$ cat config.mk
export PLATFORM = sky130hd
export DESIGN_NAME = alu_exec_mdu_flat
export DESIGN_NICKNAME = d
export VERILOG_FILES = /design/src/rtl/alu_exec_mdu_pkg.sv /design/src/rtl/alu_exec_mdu_if.sv /design/src/rtl/alu_exec_mdu_mdu_iter.sv /design/src/rtl/alu_exec_mdu.sv /design/src/flat_wrapper.sv
export SDC_FILE = /design/constraint.sdc
export NUM_CORES = 1
export LEC_CHECK = 0
export CORE_MARGIN = 2
export CORE_UTILIZATION = 35
export DETAILED_ROUTE_END_ITERATION = 10
export SYNTH_ARGS = -nofsm -noshare
export SYNTH_HDL_FRONTEND = slang
export SYNTH_SLANG_ARGS = --single-unit
$ cat constraint.sdc
create_clock -name clk -period 4.3 [get_ports clk]
set_input_delay 0.43 -clock clk [delete_from_list [all_inputs] [get_ports clk]]
set_output_delay 0.43 -clock clk [all_outputs]
set_load 0.005 [all_outputs]
$ cat src/rtl/alu_exec_mdu_pkg.sv
// Shared encodings for the execute stage: aluop, funct, aluctr codes, MDU FSM states.
package mips_alu_pkg;

    localparam logic [1:0] ALUOP_MEM   = 2'b00;
    localparam logic [1:0] ALUOP_BEQ   = 2'b01;
    localparam logic [1:0] ALUOP_RTYPE = 2'b10;
    localparam logic [1:0] ALUOP_ADDI  = 2'b11;

    localparam logic [5:0] FN_ADD   = 6'b100000;
    localparam logic [5:0] FN_ADDU  = 6'b100001;
    localparam logic [5:0] FN_SUB   = 6'b100010;
    localparam logic [5:0] FN_SUBU  = 6'b100011;
    localparam logic [5:0] FN_AND   = 6'b100100;
    localparam logic [5:0] FN_OR    = 6'b100101;
    localparam logic [5:0] FN_NOR   = 6'b100111;
    localparam logic [5:0] FN_SLT   = 6'b101010;
    localparam logic [5:0] FN_SLTU  = 6'b101011;
    localparam logic [5:0] FN_MFHI  = 6'b010000;
    localparam logic [5:0] FN_MFLO  = 6'b010010;
    localparam logic [5:0] FN_MULT  = 6'b011000;
    localparam logic [5:0] FN_MULTU = 6'b011001;
    localparam logic [5:0] FN_DIV   = 6'b011010;
    localparam logic [5:0] FN_DIVU  = 6'b011011;

    localparam logic [3:0] CTRL_AND     = 4'b0000;
    localparam logic [3:0] CTRL_OR      = 4'b0001;
    localparam logic [3:0] CTRL_ADD     = 4'b0010;
    localparam logic [3:0] CTRL_MDU     = 4'b0011;
    localparam logic [3:0] CTRL_SUB     = 4'b0110;
    localparam logic [3:0] CTRL_SLT     = 4'b0111;
    localparam logic [3:0] CTRL_SLTU    = 4'b1000;
    localparam logic [3:0] CTRL_NOR     = 4'b1100;
    localparam logic [3:0] CTRL_MFHI    = 4'b1101;
    localparam logic [3:0] CTRL_MFLO    = 4'b1110;
    localparam logic [3:0] CTRL_ILLEGAL = 4'b1111;

    typedef enum logic [1:0] {
        ST_IDLE,
        ST_MUL,
        ST_DIV,
        ST_FIX
    } state_e;

    // ALU control decode from the main decoder's aluop and the R-type funct field.
    function automatic logic [3:0] alu_decode(input logic [1:0] aluop, input logic [5:0] funct);
        logic [3:0] c;
        c = CTRL_ILLEGAL;
        case (aluop)
            ALUOP_MEM, ALUOP_ADDI: c = CTRL_ADD;
            ALUOP_BEQ:             c = CTRL_SUB;
            ALUOP_RTYPE: begin
                case (funct)
                    FN_ADD, FN_ADDU:                    c = CTRL_ADD;
                    FN_SUB, FN_SUBU:                    c = CTRL_SUB;
                    FN_AND:                             c = CTRL_AND;
                    FN_OR:                              c = CTRL_OR;
                    FN_NOR:                             c = CTRL_NOR;
                    FN_SLT:                             c = CTRL_SLT;
                    FN_SLTU:                            c = CTRL_SLTU;
                    FN_MFHI:                            c = CTRL_MFHI;
                    FN_MFLO:                            c = CTRL_MFLO;
                    FN_MULT, FN_MULTU, FN_DIV, FN_DIVU: c = CTRL_MDU;
                    default:                            c = CTRL_ILLEGAL;
                endcase
            end
            default: c = CTRL_ILLEGAL;
        endcase
        return c;
    endfunction

endpackage

$ cat src/rtl/alu_exec_mdu_if.sv
// Decode-to-execute bus: operation in, result / HI / LO / status out.
interface alu_exec_mdu_if #(
    parameter int unsigned WIDTH = 32
);
    logic             in_valid;
    logic             in_ready;
    logic [1:0]       aluop;
    logic [5:0]       funct;
    logic [WIDTH-1:0] op_a;
    logic [WIDTH-1:0] op_b;
    logic [3:0]       aluctr;
    logic             out_valid;
    logic [WIDTH-1:0] result;
    logic             zero;
    logic             illegal;
    logic [WIDTH-1:0] hi;
    logic [WIDTH-1:0] lo;
    logic             busy;

    modport master (
        output in_valid, aluop, funct, op_a, op_b,
        input  in_ready, aluctr, out_valid, result, zero, illegal, hi, lo, busy
    );

    modport slave (
        input  in_valid, aluop, funct, op_a, op_b,
        output in_ready, aluctr, out_valid, result, zero, illegal, hi, lo, busy
    );
endinterface

$ cat src/rtl/alu_exec_mdu_mdu_iter.sv
// Iterative multiply/divide: shift-add multiply, restoring divide, one bit per cycle,
// magnitudes internally with a sign fixup in the final cycle.
module mdu_iter
    import mips_alu_pkg::*;
#(
    parameter int unsigned WIDTH = 32
) (
    input  logic             clk,
    input  logic             rst_n,
    input  logic             start_i,
    input  logic [1:0]       op_i,    // 00 mult, 01 multu, 10 div, 11 divu
    input  logic [WIDTH-1:0] a_i,
    input  logic [WIDTH-1:0] b_i,
    output logic             idle_o,
    output logic             done_o,  // high during FIX; hi_o/lo_o valid then
    output logic [WIDTH-1:0] hi_o,
    output logic [WIDTH-1:0] lo_o
);
    localparam int unsigned      CNT_W    = $clog2(WIDTH);
    localparam logic [CNT_W-1:0] CNT_LAST = CNT_W'(WIDTH - 1);

    state_e             state_q, state_d;
    logic [CNT_W-1:0]   cnt_q, cnt_d;
    logic [2*WIDTH-1:0] p_q, p_d;      // mult: {partial, multiplier}; div: {remainder, quotient}
    logic [WIDTH-1:0]   m_q, m_d;      // multiplicand / divisor magnitude
    logic [WIDTH-1:0]   a_q, a_d;      // raw op_a, needed for divide-by-zero hi
    logic               is_div_q, is_div_d;
    logic               neg_q, neg_d;  // negate product / quotient
    logic               rneg_q, rneg_d;
    logic               dz_q, dz_d;

    logic               sgn_a, sgn_b;
    logic [WIDTH-1:0]   mag_a, mag_b;
    logic [WIDTH:0]     mul_sum;
    logic [WIDTH:0]     div_shift;
    logic [WIDTH-1:0]   div_diff;
    logic               div_ge;
    logic [2*WIDTH-1:0] prod_fix;
    logic [WIDTH-1:0]   quo_fix, rem_fix;

    assign sgn_a = ~op_i[0] & a_i[WIDTH-1];
    assign sgn_b = ~op_i[0] & b_i[WIDTH-1];
    assign mag_a = sgn_a ? -a_i : a_i;
    assign mag_b = sgn_b ? -b_i : b_i;

    assign mul_sum   = {1'b0, p_q[2*WIDTH-1:WIDTH]} + {1'b0, (p_q[0] ? m_q : {WIDTH{1'b0}})};
    assign div_shift = p_q[2*WIDTH-1:WIDTH-1];
    assign div_ge    = div_shift >= {1'b0, m_q};
    assign div_diff  = div_shift[WIDTH-1:0] - m_q;

    assign prod_fix = neg_q ? -p_q : p_q;
    assign quo_fix  = neg_q ? -p_q[WIDTH-1:0] : p_q[WIDTH-1:0];
    assign rem_fix  = rneg_q ? -p_q[2*WIDTH-1:WIDTH] : p_q[2*WIDTH-1:WIDTH];

    assign idle_o = (state_q == ST_IDLE);
    assign done_o = (state_q == ST_FIX);
    assign hi_o   = is_div_q ? (dz_q ? a_q : rem_fix) : prod_fix[2*WIDTH-1:WIDTH];
    assign lo_o   = is_div_q ? (dz_q ? '1 : quo_fix) : prod_fix[WIDTH-1:0];

    // State and datapath registers.
    always_ff @(posedge clk or negedge rst_n) begin
        if (!rst_n) begin
            state_q  <= ST_IDLE;
            cnt_q    <= '0;
            p_q      <= '0;
            m_q      <= '0;
            a_q      <= '0;
            is_div_q <= 1'b0;
            neg_q    <= 1'b0;
            rneg_q   <= 1'b0;
            dz_q     <= 1'b0;
        end else begin
            state_q  <= state_d;
            cnt_q    <= cnt_d;
            p_q      <= p_d;
            m_q      <= m_d;
            a_q      <= a_d;
            is_div_q <= is_div_d;
            neg_q    <= neg_d;
            rneg_q   <= rneg_d;
            dz_q     <= dz_d;
        end
    end

    // Next state: load on start, one iteration per cycle, fixup in FIX.
    always_comb begin
        state_d  = state_q;
        cnt_d    = cnt_q;
        p_d      = p_q;
        m_d      = m_q;
        a_d      = a_q;
        is_div_d = is_div_q;
        neg_d    = neg_q;
        rneg_d   = rneg_q;
        dz_d     = dz_q;
        case (state_q)
            ST_IDLE: begin
                if (start_i) begin
                    p_d      = {{WIDTH{1'b0}}, mag_a};
                    m_d      = mag_b;
                    a_d      = a_i;
                    is_div_d = op_i[1];
                    neg_d    = sgn_a ^ sgn_b;
                    rneg_d   = sgn_a;
                    dz_d     = (b_i == '0);
                    cnt_d    = '0;
                    state_d  = op_i[1] ? ST_DIV : ST_MUL;
                end
            end
            ST_MUL: begin
                p_d   = {mul_sum, p_q[WIDTH-1:1]};
                cnt_d = cnt_q + 1'b1;
                if (cnt_q == CNT_LAST) state_d = ST_FIX;
            end
            ST_DIV: begin
                p_d   = div_ge ? {div_diff, p_q[WIDTH-2:0], 1'b1}
                               : {div_shift[WIDTH-1:0], p_q[WIDTH-2:0], 1'b0};
                cnt_d = cnt_q + 1'b1;
                if (cnt_q == CNT_LAST) state_d = ST_FIX;
            end
            ST_FIX: begin
                state_d = ST_IDLE;
            end
            default: state_d = ST_IDLE;
        endcase
    end

endmodule

$ cat src/rtl/alu_exec_mdu.sv
// Execute stage: ALU control decode, registered single-cycle ALU, HI/LO fed by mdu_iter.
module alu_exec_mdu
    import mips_alu_pkg::*;
#(
    parameter int unsigned WIDTH = 32
) (
    input  logic           clk,
    input  logic           rst_n,
    alu_exec_mdu_if.slave  bus
);
    logic [3:0]       ctrl;
    logic             accept, start;
    logic [WIDTH-1:0] alu_res;

    logic [3:0]       aluctr_q, aluctr_d;
    logic [WIDTH-1:0] result_q, result_d;
    logic             out_valid_q, out_valid_d;
    logic             illegal_q, illegal_d;
    logic             zero_q, zero_d;
    logic [WIDTH-1:0] hi_q, hi_d;
    logic [WIDTH-1:0] lo_q, lo_d;

    logic             mdu_idle, mdu_done;
    logic [WIDTH-1:0] mdu_hi, mdu_lo;

    assign ctrl   = alu_decode(bus.aluop, bus.funct);
    assign accept = bus.in_valid && mdu_idle;
    assign start  = accept && (ctrl == CTRL_MDU);

    mdu_iter #(.WIDTH(WIDTH)) u_mdu (
        .clk     (clk),
        .rst_n   (rst_n),
        .start_i (start),
        .op_i    (bus.funct[1:0]),
        .a_i     (bus.op_a),
        .b_i     (bus.op_b),
        .idle_o  (mdu_idle),
        .done_o  (mdu_done),
        .hi_o    (mdu_hi),
        .lo_o    (mdu_lo)
    );

    // Single-cycle ALU result for the decoded control.
    always_comb begin
        alu_res = '0;
        case (ctrl)
            CTRL_ADD:  alu_res = bus.op_a + bus.op_b;
            CTRL_SUB:  alu_res = bus.op_a - bus.op_b;
            CTRL_AND:  alu_res = bus.op_a & bus.op_b;
            CTRL_OR:   alu_res = bus.op_a | bus.op_b;
            CTRL_NOR:  alu_res = ~(bus.op_a | bus.op_b);
            CTRL_SLT:  alu_res = WIDTH'($signed(bus.op_a) < $signed(bus.op_b));
            CTRL_SLTU: alu_res = WIDTH'(bus.op_a < bus.op_b);
            CTRL_MFHI: alu_res = hi_q;
            CTRL_MFLO: alu_res = lo_q;
            default:   alu_res = '0;
        endcase
    end

    // Output register next-state; status flags are single-cycle pulses.
    always_comb begin
        aluctr_d    = aluctr_q;
        result_d    = result_q;
        out_valid_d = 1'b0;
        illegal_d   = 1'b0;
        zero_d      = 1'b0;
        hi_d        = hi_q;
        lo_d        = lo_q;
        if (accept) begin
            aluctr_d = ctrl;
            if (ctrl != CTRL_MDU) begin
                result_d    = alu_res;
                out_valid_d = 1'b1;
                illegal_d   = (ctrl == CTRL_ILLEGAL);
                zero_d      = (alu_res == '0);
            end
        end
        if (mdu_done) begin
            hi_d = mdu_hi;
            lo_d = mdu_lo;
        end
    end

    // Output and HI/LO registers.
    always_ff @(posedge clk or negedge rst_n) begin
        if (!rst_n) begin
            aluctr_q    <= '0;
            result_q    <= '0;
            out_valid_q <= 1'b0;
            illegal_q   <= 1'b0;
            zero_q      <= 1'b0;
            hi_q        <= '0;
            lo_q        <= '0;
        end else begin
            aluctr_q    <= aluctr_d;
            result_q    <= result_d;
            out_valid_q <= out_valid_d;
            illegal_q   <= illegal_d;
            zero_q      <= zero_d;
            hi_q        <= hi_d;
            lo_q        <= lo_d;
        end
    end

    assign bus.in_ready  = mdu_idle;
    assign bus.busy      = ~mdu_idle;
    assign bus.aluctr    = aluctr_q;
    assign bus.result    = result_q;
    assign bus.out_valid = out_valid_q;
    assign bus.illegal   = illegal_q;
    assign bus.zero      = zero_q;
    assign bus.hi        = hi_q;
    assign bus.lo        = lo_q;

endmodule

$ cat src/flat_wrapper.sv
// flat-port wrapper written by rule: the top's interface ports become plain ports
module alu_exec_mdu_flat import mips_alu_pkg::*;
#(
    parameter int unsigned WIDTH = 32
)
  (clk, rst_n, bus_in_valid, bus_aluop, bus_funct, bus_op_a, bus_op_b, bus_in_ready, bus_aluctr, bus_out_valid, bus_result, bus_zero, bus_illegal, bus_hi, bus_lo, bus_busy);
  alu_exec_mdu_if #(.WIDTH(WIDTH)) bus_i ();
  input  logic clk;
  input  logic rst_n;
  input wire logic [$bits(bus_i.in_valid)-1:0] bus_in_valid;
  input wire logic [$bits(bus_i.aluop)-1:0] bus_aluop;
  input wire logic [$bits(bus_i.funct)-1:0] bus_funct;
  input wire logic [$bits(bus_i.op_a)-1:0] bus_op_a;
  input wire logic [$bits(bus_i.op_b)-1:0] bus_op_b;
  output wire logic [$bits(bus_i.in_ready)-1:0] bus_in_ready;
  output wire logic [$bits(bus_i.aluctr)-1:0] bus_aluctr;
  output wire logic [$bits(bus_i.out_valid)-1:0] bus_out_valid;
  output wire logic [$bits(bus_i.result)-1:0] bus_result;
  output wire logic [$bits(bus_i.zero)-1:0] bus_zero;
  output wire logic [$bits(bus_i.illegal)-1:0] bus_illegal;
  output wire logic [$bits(bus_i.hi)-1:0] bus_hi;
  output wire logic [$bits(bus_i.lo)-1:0] bus_lo;
  output wire logic [$bits(bus_i.busy)-1:0] bus_busy;
  assign bus_i.in_valid = bus_in_valid;
  assign bus_i.aluop = bus_aluop;
  assign bus_i.funct = bus_funct;
  assign bus_i.op_a = bus_op_a;
  assign bus_i.op_b = bus_op_b;
  assign bus_in_ready = bus_i.in_ready;
  assign bus_aluctr = bus_i.aluctr;
  assign bus_out_valid = bus_i.out_valid;
  assign bus_result = bus_i.result;
  assign bus_zero = bus_i.zero;
  assign bus_illegal = bus_i.illegal;
  assign bus_hi = bus_i.hi;
  assign bus_lo = bus_i.lo;
  assign bus_busy = bus_i.busy;
  alu_exec_mdu #(.WIDTH(WIDTH)) u_core (.clk(clk), .rst_n(rst_n), .bus(bus_i));
endmodule
# Yosys cells after proc, flatten, opt, wreduce, memory -nomap -nowiden
# Memories as Yosys holds them, arrays and structs flattened.
# Index checks and enable logic that the tools add are counted.
# classes
order_cmp	3
eq_ne	20
n_bitwise	8
n_reduce_logical	16
n_addsub	10
n_mux	27
# op_table
cell	n
$mux W32	9
$pmux W32 S9	1
$mux W64	3
$pmux W64 S3	1
$neg A32 Y32	4
$logic_not A32 Y1	2
$lt A32 B32 Y1	2
$neg A64 Y64	1
$sub A32 B32 Y32	2
$add A32 B32 Y33	1
$ge A33 B32 Y1	1
$add A32 B32 Y32	1
$and A32 B32 Y32	1
$not A32 Y32	1
$or A32 B32 Y32	1
$eq A4 B4 Y1 const B	5
$pmux W4 S3	1
$pmux W5 S2	1
$reduce_and A2 Y1	5
$eq A2 B2 Y1 const B	4
$eq A4 B2 Y1 const B	2
$eq A4 B3 Y1 const B	2
$mux W1	6
$mux W2	3
other kinds (17)	24
# word_totals
inputBits	75
regBits	242
out_inout_bits	105
romBits	256
n_memories	1
# memory_table
memory	words	width	rd	rd_clocked_by_memory_dff	write_ports	line	source
(name not given)	64	4	1	0	0	alu_exec_mdu_pkg.sv:52	case (funct)

# Longest topological paths before layout
# logic_depth
depth_word	8
depth_mapped	17
mapped_depth_nobuf	16

# Cells and area by module
# A second synthesis with hierarchy kept.
# unflattened
cells_unflattened	3054
area_unflattened_um2	23712.7
# modules_own_cells
module	cells_each	area_per_inst_um2	n_inst
mdu_iter	1810	13515.5	1
alu_exec_mdu	1244	10197.3	1

# Least setup slack after synthesis
# OpenSTA, ideal clock, no wires.
# synth_timing
path_type	input port to flip-flop
from	input port bus_op_b[0]
to	register u_core.zero_q (netlist: u_core.bus.zero)
path_slack_ns	0.002
cell_stages	14
n_path_buf	0
t_arrival_ns	4.202
setup_time_ns	0.096
required_time_ns	4.204
cell_sequence	ha_1 -> fa_1 -> a21o_1 -> a221oi_2 -> o31ai_2 -> a311o_1 -> a221oi_2 -> a21oi_1 -> a2111o_1 -> nor4_1 -> nand3_1 -> or4_1 -> or4b_1 -> nor4_2
# synth_between
elab_chain_cells	6
elab_cells_between_ends	11
# synth_rtl
item	line	source
start: declaration	flat_wrapper.sv:14	input wire logic [$bits(bus_i.op_b)-1:0] bus_op_b;
parallel branches: the longest is 2 deep, another holds $sub A32 B32 Y32	n/a	
$pmux W32 S9 *	alu_exec_mdu.sv:46	case (ctrl)
$logic_not A32 Y1 *	alu_exec_mdu.sv:75	zero_d = (alu_res == '0);
$mux W1 *	alu_exec_mdu.sv:71	if (ctrl != CTRL_MDU) begin
$mux W1 *	alu_exec_mdu.sv:69	if (accept) begin
via u_core.zero_d	alu_exec_mdu.sv:19	logic zero_q, zero_d;
end signal: assignment	alu_exec_mdu.sv:99	zero_q <= zero_d;
end: declaration	alu_exec_mdu.sv:19	
# Mark *: on every way through the listed nets, which the timed path passes.
# A chain may end at the register's enable or synchronous reset.

# Worst setup path after layout
# layout_timing
from	input port bus_op_a[0]
to	register u_core.zero_q (netlist: u_core.bus.zero)
# layout_between
elab_chain_cells	6
elab_cells_between_ends	11
# layout_rtl
item	line	source
start: declaration	flat_wrapper.sv:13	input wire logic [$bits(bus_i.op_a)-1:0] bus_op_a;
parallel branches: the longest is 2 deep, another holds $sub A32 B32 Y32	n/a	
$pmux W32 S9 *	alu_exec_mdu.sv:46	
$logic_not A32 Y1 *	alu_exec_mdu.sv:75	
$mux W1 *	alu_exec_mdu.sv:71	
$mux W1 *	alu_exec_mdu.sv:69	
via u_core.zero_d	alu_exec_mdu.sv:19	
# Marked as above.

==> results_dict.tcl <==
set metrics [dict create \
    outcome "completed" \
    cts_sinks 242 \
    numCtsBuffers 31 \
    track_usage_pct 29.1 \
    stdcell_count 4330 \
    ys_seq_elements 242 \
    first_iter_violations 2653 \
    die_y_um 259 \
    clock_skew_ps 33.8 \
    synth.distinct_cells 87 \
    fp.coreArea_sq_mm 0.0642 \
    drive_gt1_share_pct 18.3 \
    clkLatencyLatePin_ps 610 \
    synthToLayoutAreaGrowth_pct 32.4 \
    path_max_fanout 4 \
    worst_path_largest_cell_delay_ps 570 \
    slew_violations 0 \
    hold_viol 0 \
    synth.avg_cell_area_sq_um 7.71 \
    initial_core_util_pct 35.3 \
    async_flop_share_pct 100 \
    min_period_over_period_pct 98.8 \
    critPathTopFamily "compound AO/OA/AOI/OAI gates" \
    vias_per_cell 5.77 \
    grt_pass1_wl_mm 149 \
    ff2ff_setup_slack_ps 160 \
    synth_area_leaders "dfrtp_1, ha_1, o21ai_0" \
    fin_area_sq_mm 0.0300 \
    whs_ps 371 \
    die_w_um 259 \
    max_freq_ghz 0.235 \
    netlist.area_leader.share_pct 26.7 \
    fp-row-count 93 \
    wire_per_inst_um 23.1 \
    dpl.hpwl_mm 79.5 \
    portBuffers 179 \
    hp-start "bus_op_a[2]" \
    post-route-util_pct 46.8 \
    finalWeightedCongestion 0.980 \
    r2r-start "u_core.u_mdu.p_q[0]" \
    syn-num-nets 3197 \
    firstDrtPassIters 7 \
    critPathCaptureType "flip-flop" \
    drc 0 \
    r2r_cells 18 \
    irDropWorstVdd_uv 382 \
    placed_cells 4265 \
    antenna_cells 0 \
    clockBufferDepth 3 \
    totalPowerFinal_mw 19.5 \
    die_area_sq_mm 0.0668 \
    crit_arrival_ps 4760 \
    ant_nets 0 \
    htreeDepth 1 \
    critPathBufInv 3 \
    pin_count 180 \
    cts-root-buf "clkbuf_16" \
    worstMarginPinSlew_ps 927 \
    ys_warn_count 0 \
    fillerInstances 6480 \
    antenna_found_initial 0 \
    slew_headroom_pct 38.2 \
    syn_inst 2943 \
    vias 24968 \
    routed_wl_mm 100 \
    hp-class "primary input to flip-flop" \
    setup_viol 0 \
    ys.flop_type "dfrtp_1" \
    crit_type "primary input to flip-flop" \
    synth_top_area_cell "dfrtp_1" \
    synth_seq_area_share_pct 26.7 \
    p_leak_nw 13.5 \
    netlist_area_sq_mm 0.0227 \
    cp_slowest_cell "or4b_4" \
    r2r_end "u_core.u_mdu.p_q[62]" \
    crit_chain "dlygate4sd2_1, buf_12, ha_2, fa_2, a21o_1, a221oi_4, o31ai_4, a311o_1, a221oi_2, a21oi_1, a2111o_1, nor4_2, buf_4, nand3_1, or4_4, or4b_4, nor4_4" \
    required_ps 4820 \
    grt_max_degree 99 \
    hold_depth 4 \
    grt.overflow.total 0 \
    synth_common_cells "nand2_1, nor2_1, o21ai_0" \
    yosysMostFrequentCell "nand2_1" \
    hold_end "u_core.u_mdu.a_q[2]" \
    synth_edf_count 0 \
    power_density_mw_per_mm2 648 \
    maxCapViolCount 0 \
    tritoncts "built" \
    final_net_count 3705 \
    crit_path_start_kind "primary input" \
    grt_pass1_vias 23491 \
    finalWorstPathRequiredPeriod_ps 4250 \
    rsz0062_at_grt "true" \
    placed_area_sq_mm 0.0287 \
    clk_pin_slew_ps 60 \
]
## area by class of cell
class | count | area (sq um) | share of cell area (%)
multi-input combinational | 2347 | 15700 | 52.1
sequential | 242 | 6060 | 20.2
timing repair buffer | 661 | 5620 | 18.7
tap | 855 | 1070 | 3.56
clock buffer | 44 | 895 | 2.98
inverter | 168 | 632 | 2.10
clock inverter | 13 | 104 | 0.346
## worst min-delay path, stage by stage
cell	delay [ps]
dlymetal6s2s_1	150
inv_1	100
buf_4	150
o21ai_0	80
## logic make-up after synthesis
group	share of synthesized area (%)
DFF	26.7
and+or+nand+nor	18.9
buffers and inverters	5.98
AOI/OAI and AO/OA	28.1
xor gates and xnor gates	8.30
adders and majority gates	10.0
muxes	2.04
## state kept, by name (all words and copies together), names as in the netlist, 2 cells and up
| register | cells |
|---|---|
| u_core.bus.aluctr | 4 |
| u_core.bus.hi | 32 |
| u_core.bus.lo | 32 |
| u_core.bus.result | 32 |
| u_core.u_mdu.a_q | 32 |
| u_core.u_mdu.cnt_q | 5 |
| u_core.u_mdu.m_q | 32 |
| u_core.u_mdu.p_q | 64 |
| u_core.u_mdu.state_q | 2 |
## layer usage
metal | track usage (%) | part of all wire (%)
met5 | 0 | 0
met4 | 9.79 | 3.9
met3 | 4.82 | 9.0
met2 | 44.6 | 43
met1 | 41.4 | 44
## stage by stage
stage	setup WS [ps]	TNS (ps)
4_1_cts	8.77	0
3_3_place_gp	-1080	-3860
2_1_floorplan	2.38	0
5_1_grt	-114	-114
3_5_place_dp	-1140	-4280
6_report	52.5	0
## how the worst max path moves through the flow
stage	from	to	slack (ps)	cells after the start
3_5_place_dp	bus_op_a[0]	u_core.bus.zero	-1140	17
5_1_grt	bus_op_b[9]	u_core.bus.zero	-110	17
6_report	bus_op_a[0]	u_core.bus.zero	50	17
4_1_cts	bus_funct[0]	u_core.bus.zero	9	17
2_1_floorplan	bus_op_b[0]	u_core.bus.zero	2	14
3_3_place_gp	bus_op_a[0]	u_core.bus.zero	-1080	17
## cell usage in the layout, fill, tap and decap left out, types with 26 or more instances in the layout
cell,count
a22oi_1,39
a21oi_1,208
nor4_1,26
o21ai_0,270
nand3_1,55
dfrtp_1,239
mux2i_1,36
a21o_1,54
ha_1,168
nand4_1,29
o31ai_1,50
xor2_1,83
clkdlybuf4s50_1,168
buf_4,464
or3_1,28
a221oi_1,37
inv_1,164
a31oi_1,31
clkbuf_16,31
nand2_1,333
nor2_1,287
o211ai_1,46
nor3_1,33
xnor2_1,132
## where the power goes
group / internal, mW / leakage [nW] / switching (mW) / total, mW
registers: 3.33 / 2.99 / 1.38 / 4.71
logic: 5.26 / 9.98 / 6.89 / 12.1
clock network: 1.50 / 0.498 / 1.11 / 2.61
total: 10.1 / 13.5 / 9.38 / 19.5
## what timing repair did
action                     CTS  global route
hold buffers                 1             0
hold endpoints to repair    88             0
gates resized for setup     34            37
setup endpoints to repair    5            12
pin swaps                   14            15
setup buffers                2             5
Power figures use the tool's default switching activity.
